<file path="src/rtl/mem_arb_pkg.sv">
// Shared types, requester indices and the sub-word merge helper for the memory port arbiter.
package mem_arb_pkg;

  typedef enum logic [1:0] {
    SZ_WORD = 2'd0,
    SZ_HALF = 2'd1,
    SZ_BYTE = 2'd2
  } size_t;

  typedef enum logic [1:0] {
    IDLE   = 2'd0,
    ACCESS = 2'd1,
    WAIT   = 2'd2,
    RMW_WR = 2'd3
  } arb_state_t;

  localparam int REQ_EXC   = 0;
  localparam int REQ_DATA  = 1;
  localparam int REQ_FETCH = 2;
  localparam int N_REQ     = 3;

  // Sub-word stores always land in the low lanes of the word read back.
  function automatic logic [31:0] merge_subword(input logic [31:0] word,
                                                input logic [31:0] wdata,
                                                input size_t       size);
    case (size)
      SZ_BYTE: merge_subword = {word[31:8], wdata[7:0]};
      SZ_HALF: merge_subword = {word[31:16], wdata[15:0]};
      default: merge_subword = wdata;
    endcase
  endfunction

endpackage

</file>
<file path="src/rtl/mem_arb_pick.sv">
// Combinational grant picker: EXC first, then DATA/FETCH ordered by the round-robin pointer.
module mem_arb_pick
  import mem_arb_pkg::*;
(
  input  logic [N_REQ-1:0] req,
  input  logic             rr_ptr,
  output logic [N_REQ-1:0] gnt_vec,
  output logic [1:0]       gnt_idx
);

  // rr_ptr high means FETCH wins a DATA/FETCH collision.
  always_comb begin
    gnt_vec = '0;
    gnt_idx = 2'(REQ_EXC);
    if (req[REQ_EXC]) begin
      gnt_vec[REQ_EXC] = 1'b1;
    end else if (req[REQ_DATA] && (!req[REQ_FETCH] || !rr_ptr)) begin
      gnt_vec[REQ_DATA] = 1'b1;
      gnt_idx           = 2'(REQ_DATA);
    end else if (req[REQ_FETCH]) begin
      gnt_vec[REQ_FETCH] = 1'b1;
      gnt_idx            = 2'(REQ_FETCH);
    end
  end

endmodule

</file>
<file path="src/rtl/mem_port_arbiter.sv">
// Shares one single-port memory among EXC, DATA and FETCH; sub-word stores are read-modify-write.
// Define MEM_ARB_RR_EN for round-robin between DATA and FETCH (default: fixed DATA > FETCH).
module mem_port_arbiter
  import mem_arb_pkg::*;
#(
  parameter int RD_LAT = 1
) (
  input  logic                   clock,
  input  logic                   reset,
  input  logic [N_REQ-1:0]       req,
  input  logic [N_REQ-1:0][31:0] addr,
  input  logic [N_REQ-1:0]       we,
  input  logic [N_REQ-1:0][1:0]  size,
  input  logic [N_REQ-1:0][31:0] wdata,
  output logic [N_REQ-1:0]       gnt,
  output logic [N_REQ-1:0]       done,
  output logic [31:0]            rdata,
  output logic [31:0]            mem_addr,
  output logic                   mem_wr,
  output logic [31:0]            mem_wdata,
  input  logic [31:0]            mem_rdata,
  output logic                   busy
);

  arb_state_t       state;
  logic             rr_ptr;
  logic [N_REQ-1:0] pick_vec;
  logic [1:0]       pick_idx;
  logic [N_REQ-1:0] lat_id;
  logic             lat_we;
  size_t            lat_size;
  logic [31:0]      lat_wdata;
  logic [1:0]       wait_cnt;
  logic             word_store;
  size_t            req_size;

  mem_arb_pick u_pick (
    .req     (req),
    .rr_ptr  (rr_ptr),
    .gnt_vec (pick_vec),
    .gnt_idx (pick_idx)
  );

  assign req_size   = size_t'(size[pick_idx]);
  assign word_store = lat_we && (lat_size == SZ_WORD);
  assign gnt        = (state == IDLE) ? pick_vec : '0;
  assign busy       = (state != IDLE);
  assign mem_wr     = ((state == ACCESS) && word_store) || (state == RMW_WR);

  // done is set on the transition back to IDLE so it pulses in the cycle the next grant can happen.
  always_ff @(posedge clock) begin
    if (reset) begin
      state     <= IDLE;
      done      <= '0;
      rdata     <= '0;
      mem_addr  <= '0;
      mem_wdata <= '0;
      rr_ptr    <= 1'b0;
      lat_id    <= '0;
      lat_we    <= 1'b0;
      lat_size  <= SZ_WORD;
      lat_wdata <= '0;
      wait_cnt  <= '0;
    end else begin
      done <= '0;
      case (state)
        IDLE: begin
          if (|pick_vec) begin
            lat_id    <= pick_vec;
            lat_we    <= we[pick_idx];
            lat_size  <= req_size;
            lat_wdata <= wdata[pick_idx];
            mem_addr  <= addr[pick_idx];
            if (we[pick_idx] && (req_size == SZ_WORD))
              mem_wdata <= wdata[pick_idx];
`ifdef MEM_ARB_RR_EN
            if (!pick_vec[REQ_EXC])
              rr_ptr <= pick_vec[REQ_DATA];
`endif
            state <= ACCESS;
          end
        end
        ACCESS: begin
          if (word_store) begin
            done  <= lat_id;
            state <= IDLE;
          end else begin
            wait_cnt <= 2'(RD_LAT - 1);
            state    <= WAIT;
          end
        end
        WAIT: begin
          if (wait_cnt == 2'd0) begin
            if (lat_we) begin
              mem_wdata <= merge_subword(mem_rdata, lat_wdata, lat_size);
              state     <= RMW_WR;
            end else begin
              rdata <= mem_rdata;
              done  <= lat_id;
              state <= IDLE;
            end
          end else begin
            wait_cnt <= wait_cnt - 2'd1;
          end
        end
        RMW_WR: begin
          done  <= lat_id;
          state <= IDLE;
        end
        default: state <= IDLE;
      endcase
    end
  end

endmodule
</file>
<file path="config.mk">
export PLATFORM = sky130hd
export DESIGN_NAME = mem_port_arbiter
export DESIGN_NICKNAME = d
export VERILOG_FILES = /design/src/rtl/mem_arb_pkg.sv /design/src/rtl/mem_arb_pick.sv /design/src/rtl/mem_port_arbiter.sv
export SDC_FILE = /design/constraint.sdc
export NUM_CORES = 1
export LEC_CHECK = 0
export ABC_AREA = 1
export BUFFER_PORTS_ARGS = -buffer_cell sky130_fd_sc_hd__buf_2
export CAP_MARGIN = 20
export CELL_PAD_IN_SITES_DETAIL_PLACEMENT = 1
export CELL_PAD_IN_SITES_GLOBAL_PLACEMENT = 2
export CORE_MARGIN = 2
export CORE_UTILIZATION = 24
export DETAILED_ROUTE_END_ITERATION = 6
export PLACE_DENSITY_LB_ADDON = 0.2
export SYNTH_ARGS = -nofsm -noshare
export SYNTH_HDL_FRONTEND = slang
export SYNTH_SLANG_ARGS = --single-unit
</file>
<file path="constraint.sdc">
create_clock -name clock -period 1.97 [get_ports clock]
set_input_delay 0.394 -clock clock [delete_from_list [all_inputs] [get_ports clock]]
set_output_delay 0.394 -clock clock [all_outputs]
set_load 0.02 [all_outputs]
</file>
# Yosys cells after proc, flatten, opt, wreduce, memory -nomap -nowiden
# Cells that the tools add are included.
# word_totals
ff_bits	141
inputBits	238
output_inout_bits	104
elab_cells	76
# classes
n_addsub	1
magnitude_cmp	1
eq_ne	11
muxes	35
bitwise	1
reduce_logical	17
# ops
operator	count
$mux 32	6
$bmux 32 s2	2
$pmux 32 s2	2
$mux 2	11
$mux 3	4
$pmux 3 s3	1
$logic_not 2->1	4
$ne 2x2->1 const B	4
$pmux 2 s4	1
$eq 2x2->1 const B	3
$reduce_and 3->1	2
$reduce_bool 2->1	3
$mux 1	5
$reduce_and 5->1	1
$bmux 2 s2	1
$eq 2x1->1 const B	2
$ne 2x1->1 const B	2
$pmux 2 s2	1
$reduce_and 2->1	2
$logic_and 1x1->1	3
$lt 2x3->1 const B	1
$reduce_or 3->1	1
$bmux 1 s2	1
$sub 2x1->2 const B	1
2 further kinds	2

# Longest topological paths before layout
# logic_depth
word_depth	10
ltp_mapped	14
depth_no_buf	12

# Cells and area by module
# Synthesis repeated with hierarchy kept, for this count alone.
# unflattened
hier_cells	1185
area_unflattened_um2	7553.5
# modules_own_cells
module	n_inst	cells_per_inst	area_each_um2	seq_area_each_um2
mem_port_arbiter	1	1176	7498.4	2822.7
mem_arb_pick	1	9	55.1	0.0

# Worst setup path after synthesis
# Ideal clock, no wire load.
# synth_timing
path_type	register to register
startpoint	register lat_size[0]
endpoint	register mem_wdata[10]
setup_ps	115
t_arrival_ps	1647
required_ps	1855
path_slack_ps	208
stages_incl_launch_ff	13
n_path_buf	1
synth_period_minus_slack_ps	1762
path_cell_list	dfxtp_1 > inv_1 > ha_1 > clkbuf_1 > inv_1 > nor2_1 > o21ai_0 > nand2_1 > nand2_1 > inv_1 > nand3_1 > nand2_1 > nor2_1
# synth_via
elab_chain_cells	5
elab_cells_between_ends	6
classes_between	2 x eq/ne; 4 x mux
# synth_rtl
element	line_no	source
from (decl)	mem_port_arbiter.sv:31	size_t lat_size;
from (signal assigned)	mem_port_arbiter.sv:71	lat_size <= req_size;
$eq 2x1->1 or $eq 2x2->1 (tied branches)	mem_arb_pkg.sv:26	case (size)
$pmux 32 s2 (*)	mem_arb_pkg.sv:26	
$mux 32 (*)	mem_port_arbiter.sv:94	if (lat_we) begin
$mux 32 (*)	mem_port_arbiter.sv:93	if (wait_cnt == 2'd0) begin
$pmux 32 s2 (*)	mem_port_arbiter.sv:66	case (state)
to (signal assigned)	mem_port_arbiter.sv:75	mem_wdata <= wdata[pick_idx];
to (signal assigned)	mem_port_arbiter.sv:95	mem_wdata <= merge_subword(mem_rdata, lat_wdata, lat_size);
to (decl)	mem_port_arbiter.sv:20	output logic [31:0] mem_wdata,
# Mark *: on every way between the ends. The rest lies on a longest branch, timed or not. The select of a mux whose other input is x is not followed.
# A chain may end at the register's enable or synchronous reset.

# Final worst setup path
# layout_timing
startpoint	register state[1]
endpoint	output gnt[2]
# layout_via
elab_chain_cells	2
# layout_rtl
element	line_no	source
from (decl)	mem_port_arbiter.sv:25	arb_state_t state;
from (signal assigned)	mem_port_arbiter.sv:53	state <= IDLE;
from (signal assigned)	mem_port_arbiter.sv:80	state <= ACCESS;
from (signal assigned)	mem_port_arbiter.sv:86	state <= IDLE;
$logic_not 2->1	mem_port_arbiter.sv:46	assign gnt = (state == IDLE) ? pick_vec : '0;
$mux 3	mem_port_arbiter.sv:46	
to (decl)	mem_port_arbiter.sv:15	output logic [N_REQ-1:0] gnt,
# No other way between the ends.

==> results summary <==
The number of clock sinks came out at 141. The number of synthesized flops with an enable pin is 0. The via count of the first global-routing pass is 9006. The predominant post-synthesis flop cell is sky130_fd_sc_hd__dfxtp_1. The detailed router's first-iteration violation count is 336.

The run finished with clean final reports. The layout-stage area growth over the synthesis result came out at 37.4%. The total iterations of the first detailed-routing run came out at 4. The first global-routing pass estimated 51400 um of wire. The total number of nets in the final design is 1758. Timing analysis after detailed placement gives a worst setup slack of -0.0459 ns. The total area of multi-input combinational cells is 0.00396 mm2.

The post-route antenna net violation count is 0. Global routing used 19.8% of the available tracks. Global routing finished with a remaining overflow of 0.

TritonCTS built the clock tree. The critical path class is register to primary output. The number of violations of the max-capacitance limit is 0. The number of top-level pins came out at 342.

The number of max-slew violations in the final report is 0. The core box area came out at 0.0316 mm2. The sequential cell area came out at 0.00282 mm2. In the synthesized netlist the async set-or-reset flop fraction comes to 0%. The total cell area at the placement stage came out at 0.0100 mm2. The number of fill cells in the layout is 4128. The synthesized area is 0.00774 mm2.

The clock edge transition at the registers on the reported setup and hold paths came out at 0.06 ns. STA puts the critical path data required time at 1.58 ns. The residual DRC count came out at 0. Clock skew on the completed layout was measured at 0.0105 ns. The reported leakage power came out at 0.00555 uW. The floorplan step defined a die boundary enclosing 0.0337 mm2. The H-tree depth came out at 4. After synthesis, the netlist uses 23 different library cells. In this run, synthesis produced a sequential element count of 141. Entering global routing, the biggest net connects 65 pins. Dividing total power by cell area gives a power density of 1240 mW/mm2. Hold repair after CTS inserted 0 buffers.

The buffer depth of the longest clock path is 2. The number of warning messages in the yosys log came out at 0. The worst slew margin relative to its limit came out at 73.0%. The total of buffers placed on input and output ports is 341. The path type of the worst min-delay path is primary input to register. The maximum clock rate is 534 MHz.

The biggest area contributor in the post-synthesis netlist is sky130_fd_sc_hd__dfxtp_1. The placed wire-length estimate after detailed placement is 25600 um. The minimum period implied by the final worst setup slack came out at 1.87 ns. The number of antenna violations at the first check in global routing is 7. CTS placed an instance of sky130_fd_sc_hd__clkbuf_16 at the clock tree root. The leading cell type in the layout, fill and taps excluded is sky130_fd_sc_hd__buf_2.

The final number of hold-violating endpoints is 0. The die is 184 um tall. In the synthesized netlist, the number of instances is 1207. In this run the worst path has a maximum fanout of 4.

After layout, the worst path uses 95.1% of the clock period. The average cell area after synthesis came out at 6.41 um2. Summing over every cut layer, the via total after detailed routing is 8963. The post-route worst setup slack came out at 0.0962 ns.

When the netlist entered floorplanning its net count stood at 1449. Of the cells placed in the final design, the portion with a size suffix greater than 1 is 30.3%. The clock latency of the later-clocked register in the worst-skew pair is 0.42 ns. In this run, CTS created clock tree buffers numbering 17. The initial utilization of the core area, before any placement, comes to 24.5%.

In the routed layout, each cell is associated on average with a via count of 4.63. After detailed routing, the average wire length per cell comes to 17.5 um. The sequential share of the synthesized area is 36.5%. The final setup violation count is 0. The worst setup path is launched from a register. The floorplan step set the die width to 184 um.

The sum of routed wire length over all layers is 33900 um. The setup fix buffers added after clock tree synthesis is 0. STA classifies the critical path endpoint as a primary output.

The transition time of the tightest slew-check pin came out at 0.406 ns. After synthesis, the cell types taking the most area are sky130_fd_sc_hd__dfxtp_1, sky130_fd_sc_hd__nand2_1, sky130_fd_sc_hd__nand3_1. The library cells used most frequently in the layout, excluding fill and tap cells, are sky130_fd_sc_hd__buf_2, sky130_fd_sc_hd__nand2_1, sky130_fd_sc_hd__inv_1. The data arrival at the endpoint of the critical path is 1.48 ns. The number of rows in the core area came out at 65. The area share of the leading cell type in the synthesized netlist is 36.5%. Across the VDD grid, the largest voltage drop is 0.686 mV. The final weighted congestion of routability-driven global placement came out at 0.815. The summed area of non-filler cells in the final layout is 0.0106 mm2.
per-layer routing:
metal	global-route usage [%]	part of all wire (%)	vias up
met5	0	0.14	-
met4	3.71	0.79	8
met3	5.23	5.9	23
met2	36.3	51	219
met1	23.2	42	4173
li1	-	-	4540
kinds of logic after synthesis:
| family | after synthesis | synth area share [%] |
|---|---|---|
| buf+inv | 250 | 12.8 |
| fa+ha+maj | 4 | 0.647 |
| simple gates | 527 | 29.2 |
| flops | 141 | 36.5 |
| compound gates | 285 | 20.9 |
report_power, final:
| group | total [uW] | switching [uW] | internal [uW] |
|---|---|---|---|
| sequential | 4090 | 414 | 3670 |
| clock | 3300 | 1350 | 1950 |
| combinational | 5850 | 3850 | 2010 |
| total | 13200 | 5610 | 7630 |
worst max-delay path, stage by stage (launching register included):
cell and delay, ns:
sky130_fd_sc_hd__dfxtp_1 0.33, sky130_fd_sc_hd__inv_2 0.12, sky130_fd_sc_hd__nand2_4 0.11, sky130_fd_sc_hd__buf_4 0.17
sky130_fd_sc_hd__nor2_2 0.16, sky130_fd_sc_hd__buf_4 0.17
synth_stat cells, types with 3 or more instances:
master                     number
sky130_fd_sc_hd__buf_2         37
sky130_fd_sc_hd__nand2_2        4
sky130_fd_sc_hd__a211oi_1       3
sky130_fd_sc_hd__o21ai_0      100
sky130_fd_sc_hd__dfxtp_1      141
sky130_fd_sc_hd__inv_2          5
sky130_fd_sc_hd__nand3_1      143
sky130_fd_sc_hd__inv_1        154
sky130_fd_sc_hd__clkbuf_1      49
sky130_fd_sc_hd__a21oi_1      112
sky130_fd_sc_hd__ha_1           4
sky130_fd_sc_hd__nand2_1      235
sky130_fd_sc_hd__or2_2         32
sky130_fd_sc_hd__nor2_1       110
sky130_fd_sc_hd__o211ai_1      66
flip-flops by register name, indices dropped and copies added, names as in the netlist:
signal     cells
lat_we         1
rdata         32
mem_wdata     32
done           3
mem_addr      32
state          2
lat_id         3
wait_cnt       2
lat_size       2
lat_wdata     32
what timing repair did:
item / in CTS / in global routing
setup endpoints to repair: 8 / 14
gates cloned: 0 / 0
resized for setup: 2 / 8
path summary, 6_finish.rpt:
| check | startpoint | endpoint | slack [ns] | cells after the start |
|---|---|---|---|---|
| setup / recovery | state[1] | gnt[2] | 0.1 | 5 |
| hold / removal | mem_rdata[4] | rdata[4] | 0.22 | 3 |
| setup reg to reg | lat_size[0] | mem_wdata[18] | 0.24 | 12 |
| hold reg to reg | lat_id[1] | done[1] | 0.43 | 2 |
per-stage QoR:
step	total power (uW)	setup TNS (ns)	util [%]	instances	hold slack (ns)
4_1_cts	13500	0	33.5	1930	0.205
6_report	13200	0	33.6	1936	0.219
2_1_floorplan	7800	0	-	1207	0.408
3_5_place_dp	10100	-0.103	31.6	1899	0.426
3_3_place_gp	10000	0	31.6	1899	0.421
5_1_grt	14300	-0.00179	33.6	1933	0.233
final cells by class:
cell class,count,area share [%]
diodes,6,0.141
clock buffers,20,4.39
clock inverters,11,1.11
inverters,160,5.67
multi-input cells,816,37.2
flip-flops and latches,141,26.5
well taps,402,4.73
repair buffers,380,20.2
Power figures use the tool's default switching activity.
